`src/rtl/instr_fetch_queue.sv`:
```
// Instruction fetch queue: a circular buffer of instruction words feeding a
// processor IF stage. A two-state issue FSM (IDLE/RUN) pops one word per
// non-stalled cycle. Once the queue runs dry it issues NOP bubbles, and after
// DRAIN_CYCLES consecutive bubbles it drops enable and returns to IDLE.
module instr_fetch_queue #(
    parameter int          DEPTH        = 8,
    parameter int          DRAIN_CYCLES = 5,
    parameter logic [31:0] NOP          = 32'h0000_0000
) (
    input  logic                     clk,
    input  logic                     rst_n,
    input  logic                     push,
    input  logic [31:0]              push_instr,
    input  logic                     stall,
    input  logic                     flush,
    output logic [31:0]              instr_out,
    output logic                     enable,
    output logic                     full,
    output logic                     empty,
    output logic [$clog2(DEPTH):0]   count,
    output logic                     overflow
);

    localparam int AW = $clog2(DEPTH);
    localparam int BW = $clog2(DRAIN_CYCLES + 1);

    typedef enum logic {
        IDLE = 1'b0,
        RUN  = 1'b1
    } state_t;

    // The pointers carry one extra wrap bit, so full and empty can be told apart.
    logic [AW:0]   rd_q, rd_d;
    logic [AW:0]   wr_q, wr_d;
    logic [31:0]   mem_q [DEPTH];
    logic [31:0]   instr_q, instr_d;
    state_t        state_q, state_d;
    logic [BW-1:0] bub_q, bub_d;
    logic          ovf_q, ovf_d;

    logic [AW:0]   count_s;
    logic          full_s;
    logic          empty_s;
    logic          push_ok_s;

    assign count_s   = wr_q - rd_q;
    assign full_s    = (count_s == (AW+1)'(DEPTH));
    assign empty_s   = (count_s == (AW+1)'(0));
    // Full is judged on the pre-edge count, so a same-cycle pop cannot make room.
    assign push_ok_s = push & ~full_s & ~flush;

    assign instr_out = instr_q;
    assign enable    = (state_q == RUN);
    assign full      = full_s;
    assign empty     = empty_s;
    assign count     = count_s;
    assign overflow  = ovf_q;

    // Next-state logic for the pointers, the issue FSM, the bubble counter and the sticky overflow flag.
    always_comb begin
        rd_d    = rd_q;
        wr_d    = push_ok_s ? (wr_q + (AW+1)'(1)) : wr_q;
        ovf_d   = ovf_q | (push & full_s & ~flush);
        instr_d = instr_q;
        state_d = state_q;
        bub_d   = bub_q;
        case (state_q)
            IDLE: begin
                if (flush) begin
                    rd_d    = wr_q;
                    instr_d = NOP;
                end else if (!empty_s && !stall) begin
                    instr_d = mem_q[rd_q[AW-1:0]];
                    rd_d    = rd_q + (AW+1)'(1);
                    state_d = RUN;
                    bub_d   = BW'(0);
                end else begin
                    instr_d = NOP;
                end
            end
            RUN: begin
                if (flush || (!stall && empty_s)) begin
                    // A flush counts as a bubble issue, just like running dry.
                    if (flush) begin
                        rd_d = wr_q;
                    end else begin
                        rd_d = rd_q;
                    end
                    instr_d = NOP;
                    if (bub_q == BW'(DRAIN_CYCLES - 1)) begin
                        bub_d   = BW'(0);
                        state_d = IDLE;
                    end else begin
                        bub_d = bub_q + BW'(1);
                    end
                end else if (stall) begin
                    instr_d = instr_q;
                end else begin
                    instr_d = mem_q[rd_q[AW-1:0]];
                    rd_d    = rd_q + (AW+1)'(1);
                    bub_d   = BW'(0);
                end
            end
            default: begin
                state_d = IDLE;
                instr_d = NOP;
                bub_d   = BW'(0);
            end
        endcase
    end

    // State registers, cleared asynchronously so that a reset aborts the run immediately.
    always_ff @(posedge clk or negedge rst_n) begin
        if (!rst_n) begin
            rd_q    <= '0;
            wr_q    <= '0;
            instr_q <= NOP;
            state_q <= IDLE;
            bub_q   <= '0;
            ovf_q   <= 1'b0;
        end else begin
            rd_q    <= rd_d;
            wr_q    <= wr_d;
            instr_q <= instr_d;
            state_q <= state_d;
            bub_q   <= bub_d;
            ovf_q   <= ovf_d;
        end
    end

    // Queue storage. The contents need no reset because the pointers define which entries are valid.
    always_ff @(posedge clk) begin
        if (push_ok_s) begin
            mem_q[wr_q[AW-1:0]] <= push_instr;
        end
    end

endmodule

```
`config.mk`:
```
export PLATFORM = sky130hd
export DESIGN_NAME = instr_fetch_queue
export DESIGN_NICKNAME = d
export VERILOG_FILES = /design/src/rtl/instr_fetch_queue.sv
export SDC_FILE = /design/constraint.sdc
export NUM_CORES = 1
export LEC_CHECK = 0
export ABC_CLOCK_PERIOD_IN_PS = 10360
export CAP_MARGIN = 20
export CORE_UTILIZATION = 55
export CTS_BUF_LIST = sky130_fd_sc_hd__clkbuf_8
export DETAILED_ROUTE_END_ITERATION = 7
export PLACE_DENSITY = 0.75
export SETUP_SLACK_MARGIN = 0.1
export SYNTH_ARGS = -nofsm -noshare
export SYNTH_HDL_FRONTEND = slang
export SYNTH_SLANG_ARGS = --single-unit
```
`constraint.sdc`:
```
create_clock -name clk -period 10.36 [get_ports clk]
set_input_delay 2.072 -clock clk [delete_from_list [all_inputs] [get_ports clk]]
set_output_delay 2.072 -clock clk [all_outputs]
set_load 0.02 [all_outputs]
```
==> flow_metrics.env, run 1 <==
export IMPL_status="complete, no violations"
export IMPL_finalInstanceArea_sq_mm=0.0137
export IMPL_cp_start_kind="flop"
export IMPL_synth_seq_area_share_pct=75.2
export IMPL_yosysMostFrequentCell="edfxtp_1"
export IMPL_leakagePower_nw=4.74
export IMPL_hpwl_um=11800
export IMPL_firstDrtPassIters=5
export IMPL_cts_htree_levels=2
export IMPL_synth_cells=592
export IMPL_vias=5820
export IMPL_syn_area_sq_mm=0.0117
export IMPL_dieArea_sq_mm=0.0219
export IMPL_place_worst_setup_slack_ns=5.54
export IMPL_clk_insertion_delay_late_ns=0.55
export IMPL_grt_pass1_wl_um=33800
export IMPL_maxSlewViolCount=0
export IMPL_setup_viol_count_final=0
export IMPL_min_delay_start="overflow"
export IMPL_register_area_sq_mm=0.00882
export IMPL_ir_worst_vdd_mv=0.158
export IMPL_start_util_pct=56.0
export IMPL_antenna_found_initial=0
export IMPL_core_area_sq_mm=0.0210
export IMPL_synth_seq_cells=301
export IMPL_grt_pass1_vias=6110
export IMPL_syn_to_final_growth_pct=16.9
export IMPL_avgRoutedWirePerCell_um=21.9
export IMPL_hp_class="flop to flop"
export IMPL_reg2reg_setup_slack_ns=6.88
export IMPL_crit_required_ns=8.29
export IMPL_timing_final_crit_share_pct=52.1
export IMPL_rsz0062_at_grt="false"
export IMPL_hold_end="overflow"
export IMPL_nets=744
export IMPL_post_cts_resize_count=0
export IMPL_synthArstFlopShare_pct=15.0
export IMPL_drt_initial_drc_count=490
export IMPL_num_fill_cells=1440
export IMPL_path_common_cell="inv_1"
export IMPL_synth_top_area_share_pct=65.6
export IMPL_die_w_um=148
export IMPL_synth_enable_flop_cells=256
export IMPL_worst_setup_path_end_kind="primary output"
export IMPL_cp_num_buf_inv=3
export IMPL_ys_flop_type="edfxtp_1"
export IMPL_viasPerCell=5.78
export IMPL_clkTransAtPathRegs_ns=0.06
export IMPL_synth_area_top_cells="edfxtp_1, mux4_2, dfrtp_1"
export IMPL_place_gp_congestion=0.801
export IMPL_cts_tree="yes"
export IMPL_io_buffers=76
export IMPL_cts_buffer_depth=3
export IMPL_yosys_top_cells_count="edfxtp_1, mux4_2, dfrtp_1, nand2_1, mux2i_1"
export IMPL_dpl_instance_area_sq_mm=0.0128
export IMPL_ys_warn_count=0
export IMPL_drt_total_wl_um=22100
export IMPL_hold_depth=1
export IMPL_grt_total_usage_pct=21.0
export IMPL_cp_data_arrival_time_ns=3.32
export IMPL_synth_top_area_cell="edfxtp_1"
export IMPL_r2r_cells=10
export IMPL_ant_nets=0
export IMPL_rows=53
export IMPL_maxCapViolations=0
export IMPL_fin_tns_setup_ns=0
export IMPL_finClkSkew_ns=0.0235
export IMPL_rr_startpoint="wr_q[0]"
export IMPL_timing_fmax_mhz=185
export IMPL_cpPeakStageDelay_ns=0.63
export IMPL_cp_cell_sequence="inv_1 -> ha_1 -> inv_1 -> fa_1 -> nand2b_1 -> or2_2 -> a21oi_4 -> clkdlybuf4s50_1"
export IMPL_cts_sinks=301
export IMPL_multiInputGateArea_sq_mm=0.00277
export IMPL_grt_overflow=0
export IMPL_cp_max_fo=8
export IMPL_rr_endpoint="mem_q[4][9]"
export IMPL_syn_avg_cell_area_sq_um=19.8
export IMPL_cp_top_family="buffers and inverters"
export IMPL_ioPinCount=77
export IMPL_relSlewSlack_pct=35.5
export IMPL_cts_inserted_buffers=46
export IMPL_hold_viol=0
export IMPL_grt_max_degree=68
export IMPL_post_cts_setup_buffer_count=0
export IMPL_fp_dieH_um=148
export IMPL_cts_root_buf="clkbuf_8"
export IMPL_antenna_cells=0
export IMPL_timing_final_ws_setup_ns=4.97
export IMPL_drc=0
export IMPL_syn_nets=637
export IMPL_ctsHoldBuffers=0
export IMPL_drive_gt1_share_pct=21.4
export IMPL_fin_crit_ns=5.39
export IMPL_power_density_mw_per_mm2=272
export IMPL_cp_slowest_cell="clkdlybuf4s50_1"
export IMPL_tightest_slew_ns=0.965
export IMPL_worstSetupPathType="flop to primary output"
export IMPL_synth_cell_type_count=49
worst reg2reg max path: cells and delay by family, from the launching register on:
kind | cells | cell delay [ns]
AOI/OAI and AO/OA | 1 | 0.05
xor gates and xnor gates | 1 | 0.28
adders and majority gates | 2 | 0.58
and+or+nand+nor | 3 | 0.83
DFF | 1 | 0.50
buffers and inverters | 3 | 0.84
area by class of cell:
| type | count | share of cell area [%] |
|---|---|---|
| Sequential cell | 301 | 64.4 |
| Multi-Input combinational cell | 249 | 20.2 |
| Timing Repair Buffer | 89 | 6.32 |
| Clock buffer | 50 | 5.02 |
| Tap cell | 275 | 2.51 |
| Clock inverter | 31 | 1.27 |
| Inverter | 12 | 0.329 |
sequential cells by signal (all words and copies together) (netlist names):
| name | flops |
|---|---|
| wr_q | 4 |
| overflow | 1 |
| rd_q | 4 |
| mem_q | 256 |
| bub_q | 3 |
| enable | 1 |
| instr_out | 32 |
worst max-delay path by stage:
stage | end | cells after the start | startpoint
6_report | full | 8 | wr_q[0]
5_1_grt | full | 8 | wr_q[0]
4_1_cts | full | 8 | wr_q[0]
3_5_place_dp | full | 8 | wr_q[0]
3_3_place_gp | full | 8 | wr_q[0]
2_1_floorplan | mem_q[2][0] | 10 | rd_q[1]
cell families after synthesis:
logic type,after synthesis,synth area share [%]
AOI/OAI and AO/OA,61,3.30
xor gates and xnor gates,8,0.598
muxes,98,15.2
and+or+nand+nor,74,3.09
adders and majority gates,8,0.918
buffers and inverters,42,1.72
DFF,301,75.2
routing by layer:
metal / part of all wire, % / track usage (%) / vias to the layer above
met5: 0 / 0 / -
met1: 42 / 28.3 / 2985
met2: 50 / 34.4 / 198
li1: - / - / 2596
met3: 6.2 / 4.20 / 41
met4: 2.5 / 7.99 / 0
placed cells by master (no fill, tap or decap), types with 2 or more instances in the layout:
master	netlist	routed
a21o_1	4	4
inv_2	2	2
mux2i_1	33	33
ha_1	7	7
buf_4	1	12
o21ai_1	32	32
a22oi_1	2	2
o21ai_2	3	3
xnor2_1	5	5
nor4_1	9	2
o211ai_1	2	2
edfxtp_1	256	256
clkinv_1	1	6
o21ai_0	3	3
bufinv_16	0	2
a21oi_1	7	7
dfrtp_1	45	43
nand2b_1	4	4
mux4_2	64	64
clkinv_2	0	4
clkdlybuf4s50_1	0	75
nand2_1	40	40
clkbuf_8	0	50
or2_2	2	2
nor2_1	5	4
inv_1	9	29
nor4_2	0	7
xor2_1	3	3
nand3_1	3	3
power breakdown:
group	internal, mW	switching [mW]	total, mW	leakage (nW)
Combinational	0.578	0.652	1.23	1.34
Sequential	1.49	0.101	1.59	2.89
Clock	0.491	0.421	0.912	0.518
Total	2.55	1.17	3.73	4.74
through the flow:
step / util (%) / hold WS, ns / total power, mW / cells
2_1_floorplan: - / 0.492 / 2.45 / 592
3_3_place_gp: 61.2 / 0.449 / 2.80 / 925
3_5_place_dp: 61.2 / 0.449 / 2.85 / 925
4_1_cts: 65.3 / 0.461 / 3.76 / 1006
5_1_grt: 65.4 / 0.497 / 3.90 / 1007
6_report: 65.4 / 0.455 / 3.73 / 1007
No activity file was read; power rests on OpenSTA's default activity.
==> run 2: changes to the inputs <==
--- a/config.mk
+++ b/config.mk
@@ -5,12 +5,12 @@
 export SDC_FILE = /design/constraint.sdc
 export NUM_CORES = 1
 export LEC_CHECK = 0
-export ABC_CLOCK_PERIOD_IN_PS = 10360
+export ABC_CLOCK_PERIOD_IN_PS = 4900
 export CAP_MARGIN = 20
 export CORE_UTILIZATION = 55
 export CTS_BUF_LIST = sky130_fd_sc_hd__clkbuf_8
 export DETAILED_ROUTE_END_ITERATION = 7
-export PLACE_DENSITY = 0.75
+export PLACE_DENSITY = 0.78
 export SETUP_SLACK_MARGIN = 0.1
 export SYNTH_ARGS = -nofsm -noshare
 export SYNTH_HDL_FRONTEND = slang
==> constraint.sdc (replaced) <==
create_clock -name clk -period 4.9 [get_ports clk]
set_input_delay 0.98 -clock clk [delete_from_list [all_inputs] [get_ports clk]]
set_output_delay 0.98 -clock clk [all_outputs]
set_load 0.02 [all_outputs]
==> flow_metrics.env, run 2 (synthesized netlist as in run 1, its figures left out) <==
export IMPL_timing_final_ws_setup_ns=0.264
export IMPL_start_util_pct=56.0
export IMPL_cts_root_buf="clkbuf_8"
export IMPL_leakagePower_nw=4.76
export IMPL_grt_max_degree=68
export IMPL_io_buffers=76
export IMPL_status="complete, no violations"
export IMPL_syn_to_final_growth_pct=17.0
export IMPL_finalInstanceArea_sq_mm=0.0137
export IMPL_ctsHoldBuffers=0
export IMPL_finClkSkew_ns=0.0123
export IMPL_rows=53
export IMPL_relSlewSlack_pct=34.3
export IMPL_swShare_pct=32.0
export IMPL_worstSetupPathType="flop to primary output"
export IMPL_grtUsageMet2_pct=34.0
export IMPL_drt_total_wl_um=21400
export IMPL_ioPinCount=77
export IMPL_cts_inserted_buffers=45
export IMPL_cts_htree_levels=2
export IMPL_use_met1_pct=28.0
export IMPL_rsz0062_at_grt="false"
export IMPL_tightest_slew_ns=0.985
export IMPL_hp_class="flop to flop"
export IMPL_cp_start_kind="flop"
export IMPL_power_density_mw_per_mm2=567
export IMPL_die_w_um=148
export IMPL_antenna_found_initial=1
export IMPL_fin_tns_setup_ns=0
export IMPL_firstDrtPassIters=5
export IMPL_maxCapViolations=0
export IMPL_cp_cell_sequence="inv_1 -> ha_1 -> inv_1 -> fa_1 -> nand2b_1 -> or2_2 -> a21oi_4 -> clkdlybuf4s50_1"
export IMPL_antenna_cells=0
export IMPL_timing_fmax_mhz=216
export IMPL_clkTransAtPathRegs_ns=0.07
export IMPL_post_cts_resize_count=0
export IMPL_path_common_cell="inv_1"
export IMPL_avgRoutedWirePerCell_um=21.2
export IMPL_p_clk_share_pct=23.3
export IMPL_cp_data_arrival_time_ns=3.66
export IMPL_worst_setup_path_end_kind="primary output"
export IMPL_post_route_util_pct=65.5
export IMPL_post_cts_setup_buffer_count=0
export IMPL_comb_power_share_pct=33.7
export IMPL_most_common_layout_cells="edfxtp_1, clkdlybuf4s50_1, mux4_2, clkbuf_8, dfrtp_1"
export IMPL_use_met3_pct=3.86
export IMPL_dpl_instance_area_sq_mm=0.0129
export IMPL_finalPower_mw=7.78
export IMPL_busiest_layer="met2"
export IMPL_drive_gt1_share_pct=21.1
export IMPL_grt_pass1_vias=6223
export IMPL_maxSlewViolCount=0
export IMPL_grt_pass1_wl_um=33800
export IMPL_vias=5865
export IMPL_register_area_sq_mm=0.00882
export IMPL_nets=744
export IMPL_internal_power_mw=5.29
export IMPL_num_fill_cells=1395
export IMPL_cts_buffer_depth=3
export IMPL_layout_commonest_cell="edfxtp_1"
export IMPL_grt_overflow=0
export IMPL_crit_required_ns=3.92
export IMPL_place_worst_setup_slack_ns=0.872
export IMPL_drc=0
export IMPL_fp_dieH_um=148
export IMPL_cp_max_fo=8
export IMPL_switchingPower_mw=2.49
export IMPL_place_gp_congestion=0.798
export IMPL_hpwl_um=12100
export IMPL_grt_total_usage_pct=20.6
export IMPL_core_area_sq_mm=0.0210
export IMPL_dieArea_sq_mm=0.0219
export IMPL_cts_tree="yes"
export IMPL_ant_nets=0
export IMPL_largest_register_ffs=256
export IMPL_hold_viol=0
export IMPL_multiInputGateArea_sq_mm=0.00283
export IMPL_fin_crit_ns=4.64
export IMPL_setup_viol_count_final=0
export IMPL_drt_initial_drc_count=441
export IMPL_cp_slowest_cell="dfrtp_1"
export IMPL_cpPeakStageDelay_ns=0.66
export IMPL_clk_insertion_delay_late_ns=0.53
export IMPL_pwr_share_seq_pct=43.0
export IMPL_ir_worst_vdd_mv=0.351
export IMPL_timing_final_crit_share_pct=94.6
export IMPL_viasPerCell=5.80
export IMPL_cts_sinks=301
run 2: changes by cell type in the layout (fill, tap and decap cells not counted):
| cell | delta |
|---|---|
| buf_4 | +2 |
| nor4_2 | -7 |
| nor4_4 | +7 |
| inv_1 | +9 |
| bufinv_16 | -2 |
| nor2_2 | +1 |
| nor2_4 | -1 |
| nor3_2 | -1 |
| clkinv_2 | -2 |
| buf_12 | -1 |
| nor3_4 | +1 |
| clkinvlp_4 | +1 |
| clkinv_1 | -3 |
run 2: metrics by stage:
step / hold slack (ns) / cells
floorplan: 0.492 / 592
global placement: 0.464 / 927
detailed placement: 0.463 / 927
CTS: 0.478 / 1011
global route: 0.498 / 1011
finish: 0.470 / 1011
run 2: worst max-delay path: cells and delay by family, from the launching register on:
kind	cells	cell delay (ns)
buf+inv	3	1.02
fa+ha+maj	2	0.70
flops	1	0.66
simple gates	2	0.51
compound gates	1	0.22
run 2: layout make-up:
class | count | area share (%)
multi-input cells | 249 | 20.6
well taps | 275 | 2.51
clock buffers | 50 | 5.02
repair buffers | 90 | 6.27
flip-flops and latches | 301 | 64.3
inverters | 12 | 0.328
clock inverters | 34 | 0.976
run 2: power groups by stage:
stage	clock network (mW)	registers, mW	logic, mW
6_report	1.82	3.35	2.62
5_1_grt	1.97	3.38	2.82
4_1_cts	1.86	3.35	2.65
3_5_place_dp	0	3.40	2.65
3_3_place_gp	0	3.36	2.58
2_1_floorplan	0	3.46	1.73
run 2: final timing paths:
| check | start | end | slack (ns) | cells after the start |
|---|---|---|---|---|
| worst max-delay path | wr_q[0] | full | 0.26 | 8 |
| worst min-delay path | overflow | overflow | 0.47 | 1 |
| min in group asynchronous | rst_n | rd_q[3] | 0.55 | 2 |
| max in group asynchronous | rst_n | rd_q[0] | 3.85 | 2 |
| worst max register to register | wr_q[0] | mem_q[5][17] | 1.01 | 10 |
| worst min register to register | overflow | overflow | 0.47 | 1 |
run 2: metal layers:
layer / routed length, um / part of all wire [%] / vias up
met5: 13 / 0.061 / -
met2: 10900 / 51 / 192
met1: 9030 / 42 / 3046
li1: - / - / 2598
met4: 302 / 1.4 / 2
met3: 1130 / 5.3 / 27
==> run 3: changes to the inputs <==
--- a/config.mk
+++ b/config.mk
@@ -11,6 +11,7 @@
 export CTS_BUF_LIST = sky130_fd_sc_hd__clkbuf_8
 export DETAILED_ROUTE_END_ITERATION = 7
 export PLACE_DENSITY = 0.78
+export REMOVE_ABC_BUFFERS = 1
 export SETUP_SLACK_MARGIN = 0.1
 export SYNTH_ARGS = -nofsm -noshare
 export SYNTH_HDL_FRONTEND = slang
==> flow_metrics.env, run 3 (synthesized netlist as in run 1, its figures left out) <==
export IMPL_rsz0062_at_grt="false"
export IMPL_drive_gt1_share_pct=21.8
export IMPL_cts_htree_levels=2
export IMPL_grt_overflow=0
export IMPL_fp_dieH_um=148
export IMPL_status="complete, no violations"
export IMPL_timing_final_crit_share_pct=89.4
export IMPL_ant_nets=0
export IMPL_setup_viol_count_final=0
export IMPL_drc=0
export IMPL_dieArea_sq_mm=0.0219
export IMPL_nets=745
export IMPL_avgRoutedWirePerCell_um=22.2
export IMPL_tightest_slew_ns=0.980
export IMPL_crit_required_ns=3.92
export IMPL_vias=5860
export IMPL_power_density_mw_per_mm2=577
export IMPL_grt_pass1_wl_um=35300
export IMPL_cp_num_buf_inv=3
export IMPL_hold_viol=0
export IMPL_rows=53
export IMPL_ctsHoldBuffers=0
export IMPL_relSlewSlack_pct=34.5
export IMPL_grt_total_usage_pct=21.8
export IMPL_clk_insertion_delay_late_ns=0.57
export IMPL_hold_ws_ns=0.476
export IMPL_layout_commonest_cell="edfxtp_1"
export IMPL_ioPinCount=77
export IMPL_grt_pass1_vias=6440
export IMPL_post_cts_resize_count=0
export IMPL_hp_class="flop to flop"
export IMPL_timing_final_ws_setup_ns=0.519
export IMPL_cp_top_family="buffers and inverters"
export IMPL_drt_initial_drc_count=412
export IMPL_antenna_found_initial=1
export IMPL_start_util_pct=56.0
export IMPL_leakagePower_nw=4.72
export IMPL_cp_cell_sequence="inv_1 -> ha_1 -> inv_1 -> fa_1 -> nand2b_1 -> or2_2 -> a21oi_4 -> clkdlybuf4s50_1"
export IMPL_cts_inserted_buffers=47
export IMPL_place_gp_congestion=0.873
export IMPL_post_route_util_pct=65.5
export IMPL_worst_setup_path_end_kind="primary output"
export IMPL_hpwl_um=12100
export IMPL_cp_slowest_cell="clkdlybuf4s50_1"
export IMPL_cpPeakStageDelay_ns=0.64
export IMPL_die_w_um=148
export IMPL_cts_buffer_depth=3
export IMPL_cp_data_arrival_time_ns=3.40
export IMPL_cts_tree="yes"
export IMPL_largest_register_ffs=256
export IMPL_worstSetupPathType="flop to primary output"
export IMPL_cp_start_kind="flop"
export IMPL_grt_max_degree=68
export IMPL_num_fill_cells=1436
export IMPL_fin_crit_ns=4.38
export IMPL_cts_sinks=301
export IMPL_timing_fmax_mhz=228
export IMPL_place_worst_setup_slack_ns=1.15
export IMPL_io_buffers=76
export IMPL_clkTransAtPathRegs_ns=0.06
export IMPL_path_common_cell="inv_1"
export IMPL_drt_total_wl_um=22500
export IMPL_cts_root_buf="clkbuf_8"
export IMPL_maxCapViolations=0
export IMPL_viasPerCell=5.78
export IMPL_maxSlewViolCount=0
export IMPL_core_area_sq_mm=0.0210
export IMPL_firstDrtPassIters=4
export IMPL_antenna_cells=0
export IMPL_finClkSkew_ns=0.0215
export IMPL_most_common_layout_cells="edfxtp_1, clkdlybuf4s50_1, mux4_2, clkbuf_8, dfrtp_1"
export IMPL_cp_max_fo=8
export IMPL_post_cts_setup_buffer_count=0
export IMPL_syn_to_final_growth_pct=17.0
export IMPL_ir_worst_vdd_mv=0.494
[run 3: final cells by class]
type                            count  area, sq um  area share, %
Clock buffer                       52          716           5.22
Timing Repair Buffer               89          853           6.22
Tap cell                          275          344           2.51
Inverter                           12         45.0          0.328
Clock inverter                     35          173           1.26
Sequential cell                   301         8820           64.3
Multi-Input combinational cell    249         2770           20.2
[run 3: worst paths after layout]
path / start / slack (ns) / cells after the start / endpoint
min reg2reg: overflow / 0.48 / 1 / overflow
max in group asynchronous: rst_n / 3.87 / 2 / rd_q[0]
max reg2reg: wr_q[0] / 1.40 / 10 / mem_q[4][28]
min in group asynchronous: rst_n / 0.54 / 2 / instr_out[13]
min: overflow / 0.48 / 1 / overflow
max: wr_q[0] / 0.52 / 8 / full
[run 3: stage by stage]
stage	power, mW	setup TNS (ns)	area [sq um]	std cells
2_1_floorplan	5.16	-797.71	11600	562
3_3_place_gp	5.92	0	12800	926
3_5_place_dp	6.02	0	12800	926
4_1_cts	7.99	0	13700	1013
5_1_grt	8.30	0	13700	1013
6_report	7.92	0	13700	1013
[run 3: power breakdown]
part           internal, mW  switching (mW)
clock network          1.03           0.932
logic                  1.21            1.42
registers              3.14           0.183
[run 3: layer usage]
metal  global-route usage, %  vias up  share of wire [%]  routed length, um
li1                        -     2601                  -                  -
met1                    29.1     3025                 42               9490
met2                    35.8      190                 50              11300
met3                    4.60       42                5.7               1280
met4                    7.53        2                2.0                447
met5                       0        -              0.053                 12
[run 3: worst register-to-register path: stages, from the launching register on]
cell and delay, ns:
dfrtp_1 0.49, inv_1 0.23, ha_1 0.19, inv_1 0.06, fa_1 0.37, xor2_1 0.31
or2_2 0.22, a21oi_4 0.05, nand2b_1 0.39, nor4_2 0.25, buf_4 0.54
